File: src/rtl/mem_pkg.sv
// Shared encodings and helpers for the MEM stage: access sizes, FSM states,
// byte-enable generation and load-data extension.
package mem_pkg;

    localparam logic [1:0] SZ_B = 2'd0;
    localparam logic [1:0] SZ_H = 2'd1;
    localparam logic [1:0] SZ_W = 2'd2;
    localparam logic [1:0] SZ_D = 2'd3;

    localparam logic [1:0] ST_IDLE = 2'd0;
    localparam logic [1:0] ST_REQ  = 2'd1;
    localparam logic [1:0] ST_RSP  = 2'd2;

    // Lane mask of (1 << sz) bytes starting at byte offset off, 8-lane view.
    function automatic logic [7:0] be_mask(input logic [1:0] sz, input logic [2:0] off);
        return 8'(((16'h1 << (4'h1 << sz)) - 16'h1) << off);
    endfunction

    function automatic logic [63:0] extend(input logic [63:0] v, input logic [1:0] sz,
                                           input logic uns);
        case (sz)
            SZ_B:    return uns ? {56'b0, v[7:0]}  : {{56{v[7]}},  v[7:0]};
            SZ_H:    return uns ? {48'b0, v[15:0]} : {{48{v[15]}}, v[15:0]};
            SZ_W:    return uns ? {32'b0, v[31:0]} : {{32{v[31]}}, v[31:0]};
            default: return v;
        endcase
    endfunction

endpackage

File: src/rtl/mem_load_align.sv
// Combinational load path: shift the addressed bytes down to bit 0, then
// mask to the access size and sign/zero extend.
module mem_load_align
    import mem_pkg::*;
#(
    parameter int DATA_W = 32,
    parameter int OFF_W  = (DATA_W == 64) ? 3 : 2
) (
    input  logic [DATA_W-1:0] rdata_i,
    input  logic [OFF_W-1:0]  off_i,
    input  logic [1:0]        size_i,
    input  logic              unsigned_i,
    output logic [DATA_W-1:0] data_o
);

    logic [DATA_W-1:0] shifted;

    assign shifted = rdata_i >> {off_i, 3'b000};
    assign data_o  = DATA_W'(extend(64'(shifted), size_i, unsigned_i));

endmodule

File: src/rtl/mem_stage_hs.sv
// MEM stage with MEM/WB register and req/gnt + rvalid data-memory handshake.
// MEM_STAGE_MISALIGN_EXC_EN: trap misaligned accesses instead of aligning them.
//
// state    | meaning
// ---------+-----------------------------------------------------------
// ST_IDLE  | no access outstanding; a new op requests combinationally
// ST_REQ   | request presented but not yet granted, fields held
// ST_RSP   | load granted, waiting for d_rvalid
module mem_stage_hs
    import mem_pkg::*;
#(
    parameter int DATA_W = 32,
    parameter int ADDR_W = 32,
    parameter int REG_W  = 5
) (
    input  logic                clk,
    input  logic                rst_n,
    input  logic                in_valid,
    input  logic                mem_read,
    input  logic                mem_write,
    input  logic [1:0]          mem_size,
    input  logic                mem_unsigned,
    input  logic [DATA_W-1:0]   alu_result,
    input  logic [DATA_W-1:0]   B,
    input  logic [REG_W-1:0]    dst_reg,
    input  logic                wb_reg_write,
    input  logic                wb_mem_to_reg,
    output logic                stall,
    output logic                MEM_WB_valid,
    output logic [REG_W-1:0]    MEM_WB_dst_reg,
    output logic                MEM_WB_reg_write,
    output logic                MEM_WB_mem_to_reg,
    output logic [DATA_W-1:0]   MEM_WB_mem_out,
    output logic [DATA_W-1:0]   MEM_WB_alu_out,
`ifdef MEM_STAGE_MISALIGN_EXC_EN
    output logic                MEM_WB_exc,
    output logic [DATA_W-1:0]   MEM_WB_bad_addr,
`endif
    output logic                d_req,
    input  logic                d_gnt,
    output logic                d_we,
    output logic [ADDR_W-1:0]   d_addr,
    output logic [DATA_W/8-1:0] d_be,
    output logic [DATA_W-1:0]   d_wdata,
    input  logic                d_rvalid,
    input  logic [DATA_W-1:0]   d_rdata
);

    localparam int NB    = DATA_W / 8;
    localparam int OFF_W = (DATA_W == 64) ? 3 : 2;

    logic [1:0]        size_eff;
    logic [OFF_W-1:0]  size_mask;
    logic [OFF_W-1:0]  off;
    logic              exc;
    logic              op;
    logic [DATA_W-1:0] load_data;
    logic [DATA_W-1:0] mem_out_d;

    logic [1:0]        state_q, state_d;
    logic              req_d;
    logic              done;

    logic              valid_q;
    logic [REG_W-1:0]  dst_q;
    logic              reg_write_q;
    logic              mem_to_reg_q;
    logic [DATA_W-1:0] mem_out_q;
    logic [DATA_W-1:0] alu_q;

    // A 32-bit datapath has no doubleword; D degrades to W.
    assign size_eff  = (DATA_W == 32 && mem_size == SZ_D) ? SZ_W : mem_size;
    assign size_mask = OFF_W'((4'h1 << size_eff) - 4'h1);

`ifdef MEM_STAGE_MISALIGN_EXC_EN
    logic              exc_q;
    logic [DATA_W-1:0] bad_addr_q;

    assign off = alu_result[OFF_W-1:0];
    assign exc = in_valid & (mem_read | mem_write) & (|(off & size_mask));
`else
    assign off = alu_result[OFF_W-1:0] & ~size_mask;
    assign exc = 1'b0;
`endif

    assign op = in_valid & (mem_read | mem_write) & ~exc;

    always_comb begin
        state_d = state_q;
        req_d   = 1'b0;
        done    = 1'b0;
        stall   = 1'b0;
        case (state_q)
            ST_IDLE: begin
                if (op) begin
                    req_d = 1'b1;
                    if (d_gnt && mem_write) begin
                        done = 1'b1;
                    end else if (d_gnt) begin
                        state_d = ST_RSP;
                        stall   = 1'b1;
                    end else begin
                        state_d = ST_REQ;
                        stall   = 1'b1;
                    end
                end
            end
            ST_REQ: begin
                req_d = 1'b1;
                if (d_gnt && mem_write) begin
                    done    = 1'b1;
                    state_d = ST_IDLE;
                end else if (d_gnt) begin
                    state_d = ST_RSP;
                    stall   = 1'b1;
                end else begin
                    stall = 1'b1;
                end
            end
            ST_RSP: begin
                if (d_rvalid) begin
                    done    = 1'b1;
                    state_d = ST_IDLE;
                end else begin
                    stall = 1'b1;
                end
            end
            default: state_d = ST_IDLE;
        endcase
    end

    // Gate with reset so a held op cannot request while the stage is in reset.
    assign d_req  = req_d & rst_n;
    assign d_we   = mem_write;
    assign d_addr = ADDR_W'(alu_result) & ~ADDR_W'(NB - 1);
    assign d_be   = NB'(be_mask(size_eff, 3'(off)));

    always_comb begin
        d_wdata = B;
        case (size_eff)
            SZ_B:    d_wdata = {NB{B[7:0]}};
            SZ_H:    d_wdata = {(NB/2){B[15:0]}};
            SZ_W:    d_wdata = {(NB/4){B[31:0]}};
            default: d_wdata = B;
        endcase
    end

    mem_load_align #(
        .DATA_W (DATA_W),
        .OFF_W  (OFF_W)
    ) u_load_align (
        .rdata_i    (d_rdata),
        .off_i      (off),
        .size_i     (size_eff),
        .unsigned_i (mem_unsigned),
        .data_o     (load_data)
    );

    assign mem_out_d = (in_valid && mem_read && !exc) ? load_data : '0;

    always_ff @(posedge clk or negedge rst_n) begin
        if (!rst_n) begin
            state_q      <= ST_IDLE;
            valid_q      <= 1'b0;
            dst_q        <= '0;
            reg_write_q  <= 1'b0;
            mem_to_reg_q <= 1'b0;
            mem_out_q    <= '0;
            alu_q        <= '0;
`ifdef MEM_STAGE_MISALIGN_EXC_EN
            exc_q        <= 1'b0;
            bad_addr_q   <= '0;
`endif
        end else begin
            state_q <= state_d;
            if (stall) begin
                valid_q     <= 1'b0;
                reg_write_q <= 1'b0;
`ifdef MEM_STAGE_MISALIGN_EXC_EN
                exc_q       <= 1'b0;
`endif
            end else begin
                valid_q      <= in_valid;
                reg_write_q  <= wb_reg_write & in_valid & ~exc;
                dst_q        <= dst_reg;
                mem_to_reg_q <= wb_mem_to_reg;
                mem_out_q    <= mem_out_d;
                alu_q        <= alu_result;
`ifdef MEM_STAGE_MISALIGN_EXC_EN
                exc_q        <= exc;
                bad_addr_q   <= exc ? alu_result : '0;
`endif
            end
        end
    end

    assign MEM_WB_valid      = valid_q;
    assign MEM_WB_dst_reg    = dst_q;
    assign MEM_WB_reg_write  = reg_write_q;
    assign MEM_WB_mem_to_reg = mem_to_reg_q;
    assign MEM_WB_mem_out    = mem_out_q;
    assign MEM_WB_alu_out    = alu_q;
`ifdef MEM_STAGE_MISALIGN_EXC_EN
    assign MEM_WB_exc        = exc_q;
    assign MEM_WB_bad_addr   = bad_addr_q;
`endif

endmodule

File: config.mk
export PLATFORM = sky130hd
export DESIGN_NAME = mem_stage_hs
export DESIGN_NICKNAME = d
export VERILOG_FILES = /design/src/rtl/mem_pkg.sv /design/src/rtl/mem_load_align.sv /design/src/rtl/mem_stage_hs.sv
export SDC_FILE = /design/constraint.sdc
export NUM_CORES = 1
export LEC_CHECK = 0
export BUFFER_PORTS_ARGS = -buffer_cell sky130_fd_sc_hd__buf_4
export CAP_MARGIN = 0
export CORE_UTILIZATION = 28
export CTS_CLUSTER_DIAMETER = 200
export DETAILED_ROUTE_END_ITERATION = 12
export PLACE_DENSITY = 0.65
export SYNTH_ARGS = -nofsm -noshare
export SYNTH_HDL_FRONTEND = slang
export SYNTH_SLANG_ARGS = --single-unit
File: constraint.sdc
create_clock -name clk -period 3 [get_ports clk]
set_clock_uncertainty 0.2 [all_clocks]
set_input_delay 0 -clock clk [delete_from_list [all_inputs] [get_ports clk]]
set_output_delay 0 -clock clk [all_outputs]
set_load 0.01 [all_outputs]
==> results.toml <==
[setup_path]
crit_path_max_fanout = 16
r2r_slack_ns = 0.66
max_stage_delay_ns = 0.64
cp_slowest_cell = "a21oi_2"
worst_setup_path_end_kind = "register"
cp-start-kind = "primary input"
path_class = "primary input to register"
critPathArrivalTime_ns = 2.35
timing.rr.end = "MEM_WB_mem_out[15]"
worstPathRequired_ns = 2.95
worst_path_most_repeated_cell = "buf_4"
r2r-start = "state_q[1]"
ff2ff_path_depth = 6
crit_chain = "dlygate4sd3_1 -> buf_4 -> nor3b_2 -> buf_4 -> o32a_1 -> a21oi_2 -> o221ai_1"

[pwr]
ir_drop_mv = 0.239
power.switching_uw = 891
internal_power_mw = 2.50
power_frac_comb_pct = 27.8
switching_share_pct = 26.2
seqPwrFrac_pct = 34.8
total_power_mw = 3.39
powerDensity_mw_per_mm2 = 489
leakagePower_nw = 3.33
clockPowerShare_pct = 37.4

[layout]
n_antenna_cell = 0
layout.nets = 746
final_util_pct = 50.0
areaGrowthSynthToFinish_pct = 73.6
final_cells = 818
final_layout_size_suffix_gt1_share_pct = 47.8
final_cell_area_mm2 = 0.00694
fillCellCount = 1218

[outcome]
outcome = "completed"

[route]
drc_errors = 0
drt-pass1-iter-count = 4
vias = 3849
wire_per_inst_um = 17.1
ant_nets = 0
wl_um = 14000
drtIter0Drc = 164
vias_per_cell = 4.71

[timing]
setup_violations = 0
holdWs_ns = 0.00752
setup_ws_ns = 0.602
min_period_over_period_pct = 79.9
tns_ns = 0
relSlewSlack_pct = 35.6
fmax_ghz = 0.417
post-route-min-period_ns = 2.40
rsz0062_at_grt = "no"
tightest_slew_ns = 0.961
slew_violations = 0
hold_viol_final = 0

[clock_network]
cts_root_buffer = "clkbuf_16"
cts.sinks = 74
cts-resized-gates = 0
clk_path_buf_depth = 2
ctsHtreeMaxLevel = 3
cts_tree = "yes"
path_clk_slew_ns = 0.06
cts_made_buffers = 9
clk_latency_ns = 0.32

[yosys]
synth-seq-area-share_pct = 46.3
postSynthCellCount = 344
ys_types = 39
avgSynthCellArea_um2 = 11.6
netlist_area_mm2 = 0.00400
yosys_warnings = 0
synth_seq_cells = 74

[placed_design]
place.gp.congestion = 0.791
dp.cells = 724
hpwl_um = 10500
port_buffers = 253
preCtsSetupSlack_ns = 0.652
post_dp_cell_area_mm2 = 0.00580

[floorplanning]
fp.dieH_um = 121
die_area_mm2 = 0.0148
dieWidth_um = 121
start_util_pct = 28.8
core_mm2 = 0.0139
io_pins = 256
rows = 43

[worst_hold_path]
hp-start = "B[3]"
whs_endpoint = "d_wdata[3]"
hold_class = "primary input to primary output"
whs_path_depth = 2

[global_route]
overflow = 0
antenna_found_initial = 0
grt_pass1_wl_um = 21300
grt_usage_pct = 19.1
grt_pass1_vias = 4023
grt_max_degree = 43

[job]
cap_violations = 0
## power by group through the flow
stage	registers (mW)	clock network [mW]	logic, mW
after global routing	1.20	1.35	1.02
after global placement	1.20	0	0.847
after floorplan	1.24	0	0.341
after CTS	1.18	1.30	0.951
after detailed placement	1.20	0	0.864
final	1.18	1.27	0.945
## area by class of cell
| type | instances | area [um^2] | share of cell area [%] |
|---|---|---|---|
| Timing Repair Buffer | 338 | 2750 | 39.6 |
| Tap cell | 180 | 225 | 3.25 |
| Inverter | 19 | 71.3 | 1.03 |
| Sequential cell | 74 | 1850 | 26.7 |
| Multi-Input combinational cell | 191 | 1690 | 24.4 |
| Clock inverter | 4 | 97.6 | 1.41 |
| Clock buffer | 12 | 256 | 3.70 |
## synthesized netlist by cell type
master	count	area, um^2
nor3_1	2	10.0
o32a_1	1	10.0
and2_1	1	6.26
buf_1	3	11.3
o21ai_0	9	45.0
a21oi_2	1	8.76
a21oi_1	3	15.0
and3_1	1	6.26
a22o_1	23	201
o21a_1	1	7.51
nand2_1	26	97.6
nor4b_2	1	15.0
or3_1	1	6.26
a21o_1	1	7.51
o221ai_1	16	140
and4_1	1	8.76
mux2i_1	9	90.1
inv_2	1	3.75
nor3b_2	1	12.5
a2111o_1	1	11.3
buf_2	10	50.1
nor4_1	1	6.26
mux2_1	38	428
nor2_1	7	26.3
nor2b_1	1	6.26
o21bai_1	2	15.0
nor2_4	1	11.3
a32o_1	1	10.0
conb_1	1	3.75
nand2b_1	6	37.5
a221o_1	8	80.1
inv_1	18	67.6
mux4_2	7	158
nor3b_1	1	7.51
clkbuf_1	7	26.3
dfrtp_1	74	1850
buf_4	41	308
mux2_2	16	180
and3b_1	1	8.76
## worst max-delay path by stage
stage / cells after the start / start / endpoint
2_1_floorplan: 6 / state_q[1] / MEM_WB_mem_out[15]
3_3_place_gp: 6 / mem_size[1] / MEM_WB_mem_out[21]
3_5_place_dp: 6 / mem_size[1] / MEM_WB_mem_out[30]
4_1_cts: 7 / alu_result[0] / MEM_WB_mem_out[30]
5_1_grt: 7 / alu_result[0] / MEM_WB_mem_out[19]
6_report: 7 / alu_result[0] / MEM_WB_mem_out[19]
## cell families after synthesis
family | after synthesis | share of synthesized area, %
buf+inv | 80 | 11.7
flops | 74 | 46.3
mux | 70 | 21.4
compound gates | 67 | 13.8
simple gates | 52 | 6.67
other cells | 1 | 0.0938
## layer usage
metal / GRT usage, % / wire, um / share of wire [%]
met5: 0 / 0 / 0
met4: 7.41 / 344 / 2.5
met3: 4.42 / 1070 / 7.7
met2: 35.8 / 7420 / 53
met1: 20.4 / 5120 / 37
## critical path: cells and delay by family
kind	cells	cell delay, ns
AND/OR/NAND/NOR	1	0.20
AO/OA/AOI/OAI	3	1.23
buffers and inverters	3	0.91
## placed cells by master, fill, tap and decap left out, types with 3 or more instances in the layout
| master | instances |
|---|---|
| bufinv_16 | 3 |
| mux2_1 | 38 |
| buf_4 | 259 |
| inv_1 | 18 |
| a21oi_1 | 3 |
| o221ai_1 | 16 |
| o21ai_0 | 9 |
| nand2_1 | 26 |
| mux4_2 | 7 |
| nand2b_1 | 6 |
| nor2_1 | 7 |
| clkbuf_16 | 9 |
| dlygate4sd3_1 | 78 |
| a221o_1 | 8 |
| mux2_2 | 16 |
| dfrtp_1 | 74 |
| a22o_1 | 23 |
| mux2i_1 | 9 |
## timing repair
item / CTS / global route
hold endpoints to repair: 140 / 0
setup buffers: 0 / 0
hold buffers: 78 / 0
Power figures use the tool's default switching activity.
